File: src/rtl/sqrt_arb_pkg.sv
// Shared defaults, ID-width helper and tag record for the square-root front-end arbiter.
package sqrt_arb_pkg;

    localparam int DATA_WIDTH_DEF = 8;
    localparam int NUM_REQ_DEF    = 4;
    localparam int SQRT_LAT_DEF   = 9;

    // A single requester still needs one ID bit so vectors never collapse to zero width.
    function automatic int id_width(input int n);
        return (n > 1) ? $clog2(n) : 1;
    endfunction

    localparam int ID_W_DEF = id_width(NUM_REQ_DEF);

    typedef struct packed {
        logic                vld;
        logic [ID_W_DEF-1:0] id;
    } tag_t;

endpackage

File: src/rtl/sqrt_pipe_arbiter_rr_arbiter.sv
// Rotating-priority search: first asserted request at or after ptr, wrapping modulo NUM_REQ.
module rr_arbiter
    import sqrt_arb_pkg::*;
#(
    parameter  int NUM_REQ = NUM_REQ_DEF,
    localparam int ID_W    = id_width(NUM_REQ)
) (
    input  logic [NUM_REQ-1:0] req,
    input  logic [ID_W-1:0]    ptr,
    output logic [NUM_REQ-1:0] grant,
    output logic [ID_W-1:0]    grant_id
);

    logic found;
    int   idx;

    always_comb begin
        grant    = '0;
        grant_id = '0;
        found    = 1'b0;
        idx      = 0;
        for (int k = 0; k < NUM_REQ; k++) begin
            idx = int'(ptr) + k;
            if (idx >= NUM_REQ) begin
                idx = idx - NUM_REQ;
            end
            if (!found && req[ID_W'(idx)]) begin
                found                 = 1'b1;
                grant[ID_W'(idx)]     = 1'b1;
                grant_id              = ID_W'(idx);
            end
        end
    end

endmodule

File: src/rtl/sqrt_pipe_arbiter.sv
// Round-robin front-end sharing one pipelined sqrt core; tags track validity and owner.
// Define SQRT_ARB_FIXED_PRIO_EN for fixed lowest-index-wins priority instead of round-robin.
module sqrt_pipe_arbiter
    import sqrt_arb_pkg::*;
#(
    parameter  int DATA_WIDTH = DATA_WIDTH_DEF,
    parameter  int NUM_REQ    = NUM_REQ_DEF,
    parameter  int SQRT_LAT   = SQRT_LAT_DEF,
    localparam int ID_W       = id_width(NUM_REQ),
    localparam int RES_W      = DATA_WIDTH / 2
) (
    input  logic                          clk,
    input  logic                          rst_n,
    input  logic [NUM_REQ-1:0]            req_vld,
    input  logic [NUM_REQ*DATA_WIDTH-1:0] req_arg,
    output logic [NUM_REQ-1:0]            req_rdy,
    output logic                          sq_arg_vld,
    output logic [DATA_WIDTH-1:0]         sq_arg,
    input  logic [RES_W-1:0]              sq_res,
    output logic [NUM_REQ-1:0]            rsp_vld,
    output logic [RES_W-1:0]              rsp_res,
    output logic [ID_W-1:0]               rsp_id,
    output logic                          busy
);

    typedef struct packed {
        logic            vld;
        logic [ID_W-1:0] id;
    } arb_tag_t;

    logic [DATA_WIDTH-1:0] arg_arr [NUM_REQ];
    logic [NUM_REQ-1:0]    grant;
    logic [ID_W-1:0]       grant_id;
    logic [ID_W-1:0]       ptr;
    logic                  issue;

    arb_tag_t              tag_reg [SQRT_LAT];
    arb_tag_t              tail;
    logic                  any_tag_vld;

    logic [NUM_REQ-1:0]    rsp_vld_reg;
    logic [RES_W-1:0]      rsp_res_reg;
    logic [ID_W-1:0]       rsp_id_reg;
    logic                  busy_reg;

    generate
        for (genvar gi = 0; gi < NUM_REQ; gi++) begin : g_arg_unpack
            assign arg_arr[gi] = req_arg[gi*DATA_WIDTH +: DATA_WIDTH];
        end
    endgenerate

    rr_arbiter #(
        .NUM_REQ (NUM_REQ)
    ) u_rr_arbiter (
        .req      (req_vld),
        .ptr      (ptr),
        .grant    (grant),
        .grant_id (grant_id)
    );

    // The core never stalls, so any valid request issues in the same cycle.
    assign issue      = |req_vld;
    assign req_rdy    = grant;
    assign sq_arg_vld = issue;
    assign sq_arg     = issue ? arg_arr[grant_id] : '0;

`ifdef SQRT_ARB_FIXED_PRIO_EN
    assign ptr = '0;
`else
    logic [ID_W-1:0] ptr_reg;

    // Idle cycles leave the pointer alone so fairness carries across gaps.
    always_ff @(posedge clk or negedge rst_n) begin
        if (!rst_n) begin
            ptr_reg <= '0;
        end else if (issue) begin
            ptr_reg <= (grant_id == ID_W'(NUM_REQ - 1)) ? '0 : grant_id + ID_W'(1);
        end
    end

    assign ptr = ptr_reg;
`endif

    assign tail = tag_reg[SQRT_LAT-1];

    always_comb begin
        any_tag_vld = 1'b0;
        for (int i = 0; i < SQRT_LAT; i++) begin
            any_tag_vld = any_tag_vld | tag_reg[i].vld;
        end
    end

    // Tags walk alongside the core's data; clearing them on reset discards in-flight results.
    always_ff @(posedge clk or negedge rst_n) begin
        if (!rst_n) begin
            for (int i = 0; i < SQRT_LAT; i++) begin
                tag_reg[i] <= '0;
            end
        end else begin
            tag_reg[0] <= arb_tag_t'{vld: issue, id: grant_id};
            for (int i = 1; i < SQRT_LAT; i++) begin
                tag_reg[i] <= tag_reg[i-1];
            end
        end
    end

    always_ff @(posedge clk or negedge rst_n) begin
        if (!rst_n) begin
            rsp_vld_reg <= '0;
            rsp_res_reg <= '0;
            rsp_id_reg  <= '0;
            busy_reg    <= 1'b0;
        end else begin
            busy_reg <= any_tag_vld;
            if (tail.vld) begin
                rsp_vld_reg <= NUM_REQ'(1) << tail.id;
                rsp_res_reg <= sq_res;
                rsp_id_reg  <= tail.id;
            end else begin
                rsp_vld_reg <= '0;
            end
        end
    end

    assign rsp_vld = rsp_vld_reg;
    assign rsp_res = rsp_res_reg;
    assign rsp_id  = rsp_id_reg;
    assign busy    = busy_reg;

endmodule

File: config.mk
export PLATFORM = sky130hd
export DESIGN_NAME = sqrt_pipe_arbiter
export DESIGN_NICKNAME = d
export VERILOG_FILES = /design/src/rtl/sqrt_arb_pkg.sv /design/src/rtl/sqrt_pipe_arbiter_rr_arbiter.sv /design/src/rtl/sqrt_pipe_arbiter.sv
export SDC_FILE = /design/constraint.sdc
export NUM_CORES = 1
export LEC_CHECK = 0
export ABC_CLOCK_PERIOD_IN_PS = 7750
export CELL_PAD_IN_SITES_DETAIL_PLACEMENT = 0
export CELL_PAD_IN_SITES_GLOBAL_PLACEMENT = 1
export CORE_MARGIN = 3
export CORE_UTILIZATION = 39
export DETAILED_ROUTE_END_ITERATION = 10
export GPL_ROUTABILITY_DRIVEN = 0
export PLACE_DENSITY = 0.9
export SLEW_MARGIN = 20
export SYNTH_ARGS = -nofsm -noshare
export SYNTH_HDL_FRONTEND = slang
export SYNTH_HIERARCHICAL = 1
export SYNTH_SLANG_ARGS = --single-unit
export TNS_END_PERCENT = 100
File: constraint.sdc
create_clock -name clk -period 7.75 [get_ports clk]
set_input_delay 1.1625 -clock clk [delete_from_list [all_inputs] [get_ports clk]]
set_output_delay 1.1625 -clock clk [all_outputs]
set_load 0.005 [all_outputs]
# After elaboration in Yosys (flattened, before gate mapping)
# Index checks and enable logic that the tools add are counted.
# word_totals
reg_bits	40
in_bits	42
out_inout_bits	24
word_cells	110
# classes
bitwise_logic	12
add_sub_neg	8
n_shift	1
n_mux	41
eq_ne	1
n_reduce_logical	11
n_lt_le_gt_ge	13
# ops
op	n
$mux 8	3
$mux 4	5
$mux 2	9
$bmux 8 s2	1
$lt 2x4->1 const B	4
$mux 1	15
$ge 3x3->1 const B	4
$or 4x4->4	3
$bmux 1 s2	4
$demux 1 s2	4
$ge 2x1->1 const B	4
$or 1x1->1	8
$sub 2x1->2 const B	4
$logic_and 1x1->1	7
$add 2x2->3 const B	2
$reduce_or 4->1	1
$shl 1x2->4 const A	1
$add 2x1->3 const B	1
$ge 2x3->1 const B	1
$logic_not 1->1	3
$not 2->3	1
$add 2x1->2 const B	1
$eq 2x2->1 const B	1

# Longest topological paths before layout
# depth
word_depth	20
mapped_depth	11
ltp_nobuf	9

# By module
# The synthesis kept the hierarchy.
# by_module_without_submodules
mod	area_each_um2	n_inst	cells_each
sqrt_pipe_arbiter	1433.9	1	81
rr_arbiter	571.8	1	70

# Worst setup path before layout
# OpenSTA, ideal clock, no wires.
# synth_timing
path_type	flip-flop to output port
start	register ptr_reg[1] (netlist: ptr[1])
end	output port sq_arg[0]
path_stages_with_launch	12
path_slack_ps	3120
n_path_buf	3
arrival_time_ps	3468
path_cell_list	dfrtp_1 clkbuf_1 inv_1 ha_1 buf_6 or3_4 or4b_4 o311ai_2 o32a_1 buf_2 mux4_2 and2_2
# synth_via
elab_chain_cells	20
word_cells_on_any_way	45
# synth_lines
item	line	rtl
from (decl)	sqrt_pipe_arbiter.sv:70	logic [ID_W-1:0] ptr_reg;
from (signal assigned)	sqrt_pipe_arbiter.sv:77	ptr_reg <= (grant_id == ID_W'(NUM_REQ - 1)) ? '0 : grant_id + ID_W'(1);
parallel branches: the longest is 14 deep, another holds $add 2x1->3	n/a	
$mux 2 *	sqrt_pipe_arbiter_rr_arbiter.sv:27	if (!found && req[ID_W'(idx)]) begin
via grant_id[0]	sqrt_pipe_arbiter.sv:33	logic [ID_W-1:0] grant_id;
$not 2->3 (not written as such) *	sqrt_pipe_arbiter.sv:65	assign sq_arg = issue ? arg_arr[grant_id] : '0;
$bmux 8 s2 *	sqrt_pipe_arbiter.sv:65	
$mux 8 (not written as such) * (2 in a row)	sqrt_pipe_arbiter.sv:65	
$mux 8 *	sqrt_pipe_arbiter.sv:65	
to (decl)	sqrt_pipe_arbiter.sv:18	output logic [DATA_WIDTH-1:0] sq_arg,
# Mark *: on every way through the listed nets, which the timed path passes. The select of a mux whose other input is x is not followed.

# Worst setup path after layout
# layout_timing
start	register ptr_reg[0] (netlist: ptr[0])
end	output port sq_arg[2]
# Same word-level chain as after synthesis.

==> results by group <==
Logic synthesis
  – Compound-Gate Fraction of Synth Area: 8.98%
  – Synth Area in Simple Gates: 12.4%
  – Synth warn: 6
  – Synth cell types: 42
  – Adder-cell share of the synthesized area: 5.61%
  – Mux contribution to synthesized area: 18.5%
  – Synth Area in XOR/XNOR: 0%
  – Post-Syn Area: 2010 um2
  – Post-synth net total: 202
  – Largest family of logic cells by synthesized area: multiplexers
  – Average instance area after synthesis: 13.3 um2
  – Proportion of synthesized chip area in sequential cells: 49.9%
  – Cells after synthesis: 151
  – Synth Register Bits: 40

Placement
  – Placed instance area: 2670 um2
  – Number of buffers inserted by port buffering: 65
  – DP HPWL: 2830 um
  – Pre-CTS worst setup slack: 1.85 ns

Power
  – Leakage power: 1.13 nW
  – PwrDens: 383 nW/um2
  – VDD IR max: 0.000184 V

Critical path
  – Required time worst endpoint: 6.59 ns
  – Worst-path maximum fanout: 18
  – CP Capture Type: output pin
  – Startpoint types: flop
  – Critical setup path kind: flop to output pin
  – Critical path data arrival time: 4.73 ns

STA
  – Clock skew: 0.00643 ns
  – Final setup fails: 0
  – Min Hold Slack: 0.342 ns
  – Worst setup margin: 1.86 ns
  – Max-slew headroom: 40.1%
  – Tcrit/Tclk final: 76.0%
  – Fin Setup TNS: 0 ns
  – Final Slew Violations: 0
  – RSZ-0062 raised after global routing: false
  – Least-Margin Pin Slew: 0.898 ns
  – Min cycle time layout: 5.89 ns
  – Fmax: 0.170 GHz
  – Final Hold Vio Count: 0

Floorplanning
  – Initial core utilization: 41.4%
  – Row count: 25
  – Die ar.: 6040 um2
  – I/O pins: 66
  – Die X: 77.7 um
  – Die Height: 77.7 um
  – Core area: 4850 um2

GRT
  – GR Overflow Total: 0
  – First-pass GRT wire length: 6390 um
  – Global Route Usage Sum: 13.4%
  – Largest net degree at the start of global routing: 41
  – Initial antenna violation count: 0
  – Vias in the first global route: 1364

CTS
  – CTS H-Tree Depth: 2
  – # clock sinks: 40
  – Register clock-pin slew on the reported worst setup and hold paths: 0.07 ns
  – Clock Tree Buf Depth: 2
  – TritonCTS buffer count: 5
  – CTS tree: yes
  – CTS Hold Bufs: 0
  – Clock root buffer: clkbuf_8
  – Clk Latency, worst-skew pair: 0.28 ns
  – Postcts setup bufs: 0
  – Post_cts resized: 0

Detailed routing
  – Post-DR vias/cell: 5.14
  – DRT Pass-1 Iters: 4
  – Wire per inst: 13.6 um
  – DRC viols: 0
  – DRT antenna net count: 0
  – Initial DRC Count: 85
  – Final wirelength: 3810 um
  – Via count: 1438

Final layout
  – Final Instance Area: 2770 um2
  – Max reg flops: 27
  – Synthesis-to-layout area growth: 38.2%
  – Antenna cells: 0
  – Fillers: 420
  – Util after Layout: 57.2%
  – NumNets Final: 263
  – Ratio of cells with drive above 1 in the final layout: 17.8%

Run
  – Max_cap viols: 0

Outcome
  – Status: finished, final reports clean

Hold path
  – Hold Crit Class: flop to flop
==> metrics by stage <==
stage / std cells / power [mW]
global route: 280 / 1.15
floorplan: 151 / 0.691
detailed placement: 272 / 0.910
finish: 280 / 1.06
global placement: 272 / 0.903
CTS: 280 / 1.08
==> layout make-up <==
type / instances / area, um2 / area share, %
clock buffer: 6 / 72.6 / 2.62
clock inverter: 2 / 35.0 / 1.26
inverter: 6 / 22.5 / 0.812
multi-input combinational: 94 / 912 / 32.9
sequential: 40 / 1000 / 36.1
tap: 67 / 83.8 / 3.02
timing repair buffer: 65 / 646 / 23.3
==> report_power, final <==
part | leakage (nW) | switching, mW | total, mW | internal (mW)
Clock | 0.0552 | 0.0650 | 0.160 | 0.0954
Sequential | 0.447 | 0.0491 | 0.329 | 0.280
Combinational | 0.630 | 0.214 | 0.571 | 0.357
==> critical path: stages (launching register included) <==
cell and delay [ns]:
dfrtp_1 0.73, inv_1 0.30, ha_1 0.50, or3_4 0.45
or4b_4 0.49, o311ai_2 0.13, o32a_1 0.62, mux4_2 0.58
and2_2 0.21, clkdlybuf4s50_1 0.44
==> final timing paths <==
path / startpoint / endpoint / slack (ns) / depth (start not counted)
max: ptr[0]$_DFFE_PN0N_ / sq_arg[2] / 1.86 / 9
min: tag_reg[9]$_DFF_PN0_ / tag_reg[6]$_DFF_PN0_ / 0.34 / 0
max reg2reg: ptr[0]$_DFFE_PN0N_ / ptr[1]$_DFFE_PN0N_ / 3.82 / 8
min reg2reg: tag_reg[9]$_DFF_PN0_ / tag_reg[6]$_DFF_PN0_ / 0.34 / 0
max in group asynchronous: rst_n / tag_reg[18]$_DFF_PN0_ / 6.28 / 1
min in group asynchronous: rst_n / rsp_res[2]$_DFFE_PN0P_ / 0.97 / 1
==> cell usage in the layout (no fill, tap or decap), drive strengths merged, types with 3 or more instances in the layout <==
| cell | synthesis | layout |
|---|---|---|
| a21oi | 3 | 3 |
| and2 | 8 | 8 |
| and3 | 3 | 3 |
| clkbuf | 3 | 6 |
| clkdlybuf4s50 | 0 | 64 |
| dfrtp | 40 | 40 |
| ha | 9 | 9 |
| inv | 6 | 6 |
| mux2 | 7 | 7 |
| mux2i | 6 | 6 |
| mux4 | 10 | 10 |
| nand2 | 6 | 6 |
| nor2 | 4 | 4 |
| nor3b | 3 | 3 |
| o21ai | 6 | 6 |
==> kinds of logic (layout without fill, tap and decap cells) <==
| logic type | count (synthesis) | count (layout) |
|---|---|---|
| flops | 40 | 40 |
| simple gates | 38 | 38 |
| buf+inv | 17 | 79 |
| compound gates | 24 | 24 |
| fa+ha+maj | 9 | 9 |
| mux | 23 | 23 |
==> Yosys cell counts, drive strengths merged <==
| cell | count | area share, % |
|---|---|---|
| a211oi | 1 | 0.37 |
| a21oi | 3 | 0.75 |
| a221o | 2 | 1.0 |
| a221oi | 1 | 0.44 |
| a22o | 1 | 0.44 |
| a31oi | 2 | 0.62 |
| and2 | 8 | 3.0 |
| and2b | 1 | 0.44 |
| and3 | 3 | 0.94 |
| and3b | 2 | 0.87 |
| buf | 8 | 2.9 |
| clkbuf | 3 | 0.56 |
| dfrtp | 40 | 50 |
| ha | 9 | 5.6 |
| inv | 6 | 1.1 |
| mux2 | 7 | 4.1 |
| mux2i | 6 | 3.0 |
| mux4 | 10 | 11 |
| nand2 | 6 | 1.1 |
| nand2b | 2 | 0.62 |
| nand3 | 1 | 0.25 |
| nor2 | 4 | 0.75 |
| nor2b | 1 | 0.31 |
| nor3 | 2 | 0.50 |
| nor3b | 3 | 1.1 |
| nor4 | 1 | 0.31 |
| o21ai | 6 | 1.5 |
| o21ba | 1 | 0.50 |
| o21bai | 1 | 0.37 |
| o221ai | 2 | 0.87 |
| o311ai | 1 | 0.81 |
| o31ai | 1 | 0.37 |
| o32a | 1 | 0.50 |
| o32ai | 1 | 0.44 |
| or2 | 1 | 0.31 |
| or3 | 1 | 0.56 |
| or4 | 1 | 0.56 |
| or4b | 1 | 0.69 |
==> per-layer routing <==
layer	wire length [um]	global-route usage (%)	vias up
met5	0	0	-
li1	-	-	677
met3	520	7.54	5
met1	1530	15.4	674
met2	1730	20.9	82
met4	31	4.80	0
(Power assumes the default switching activity.)
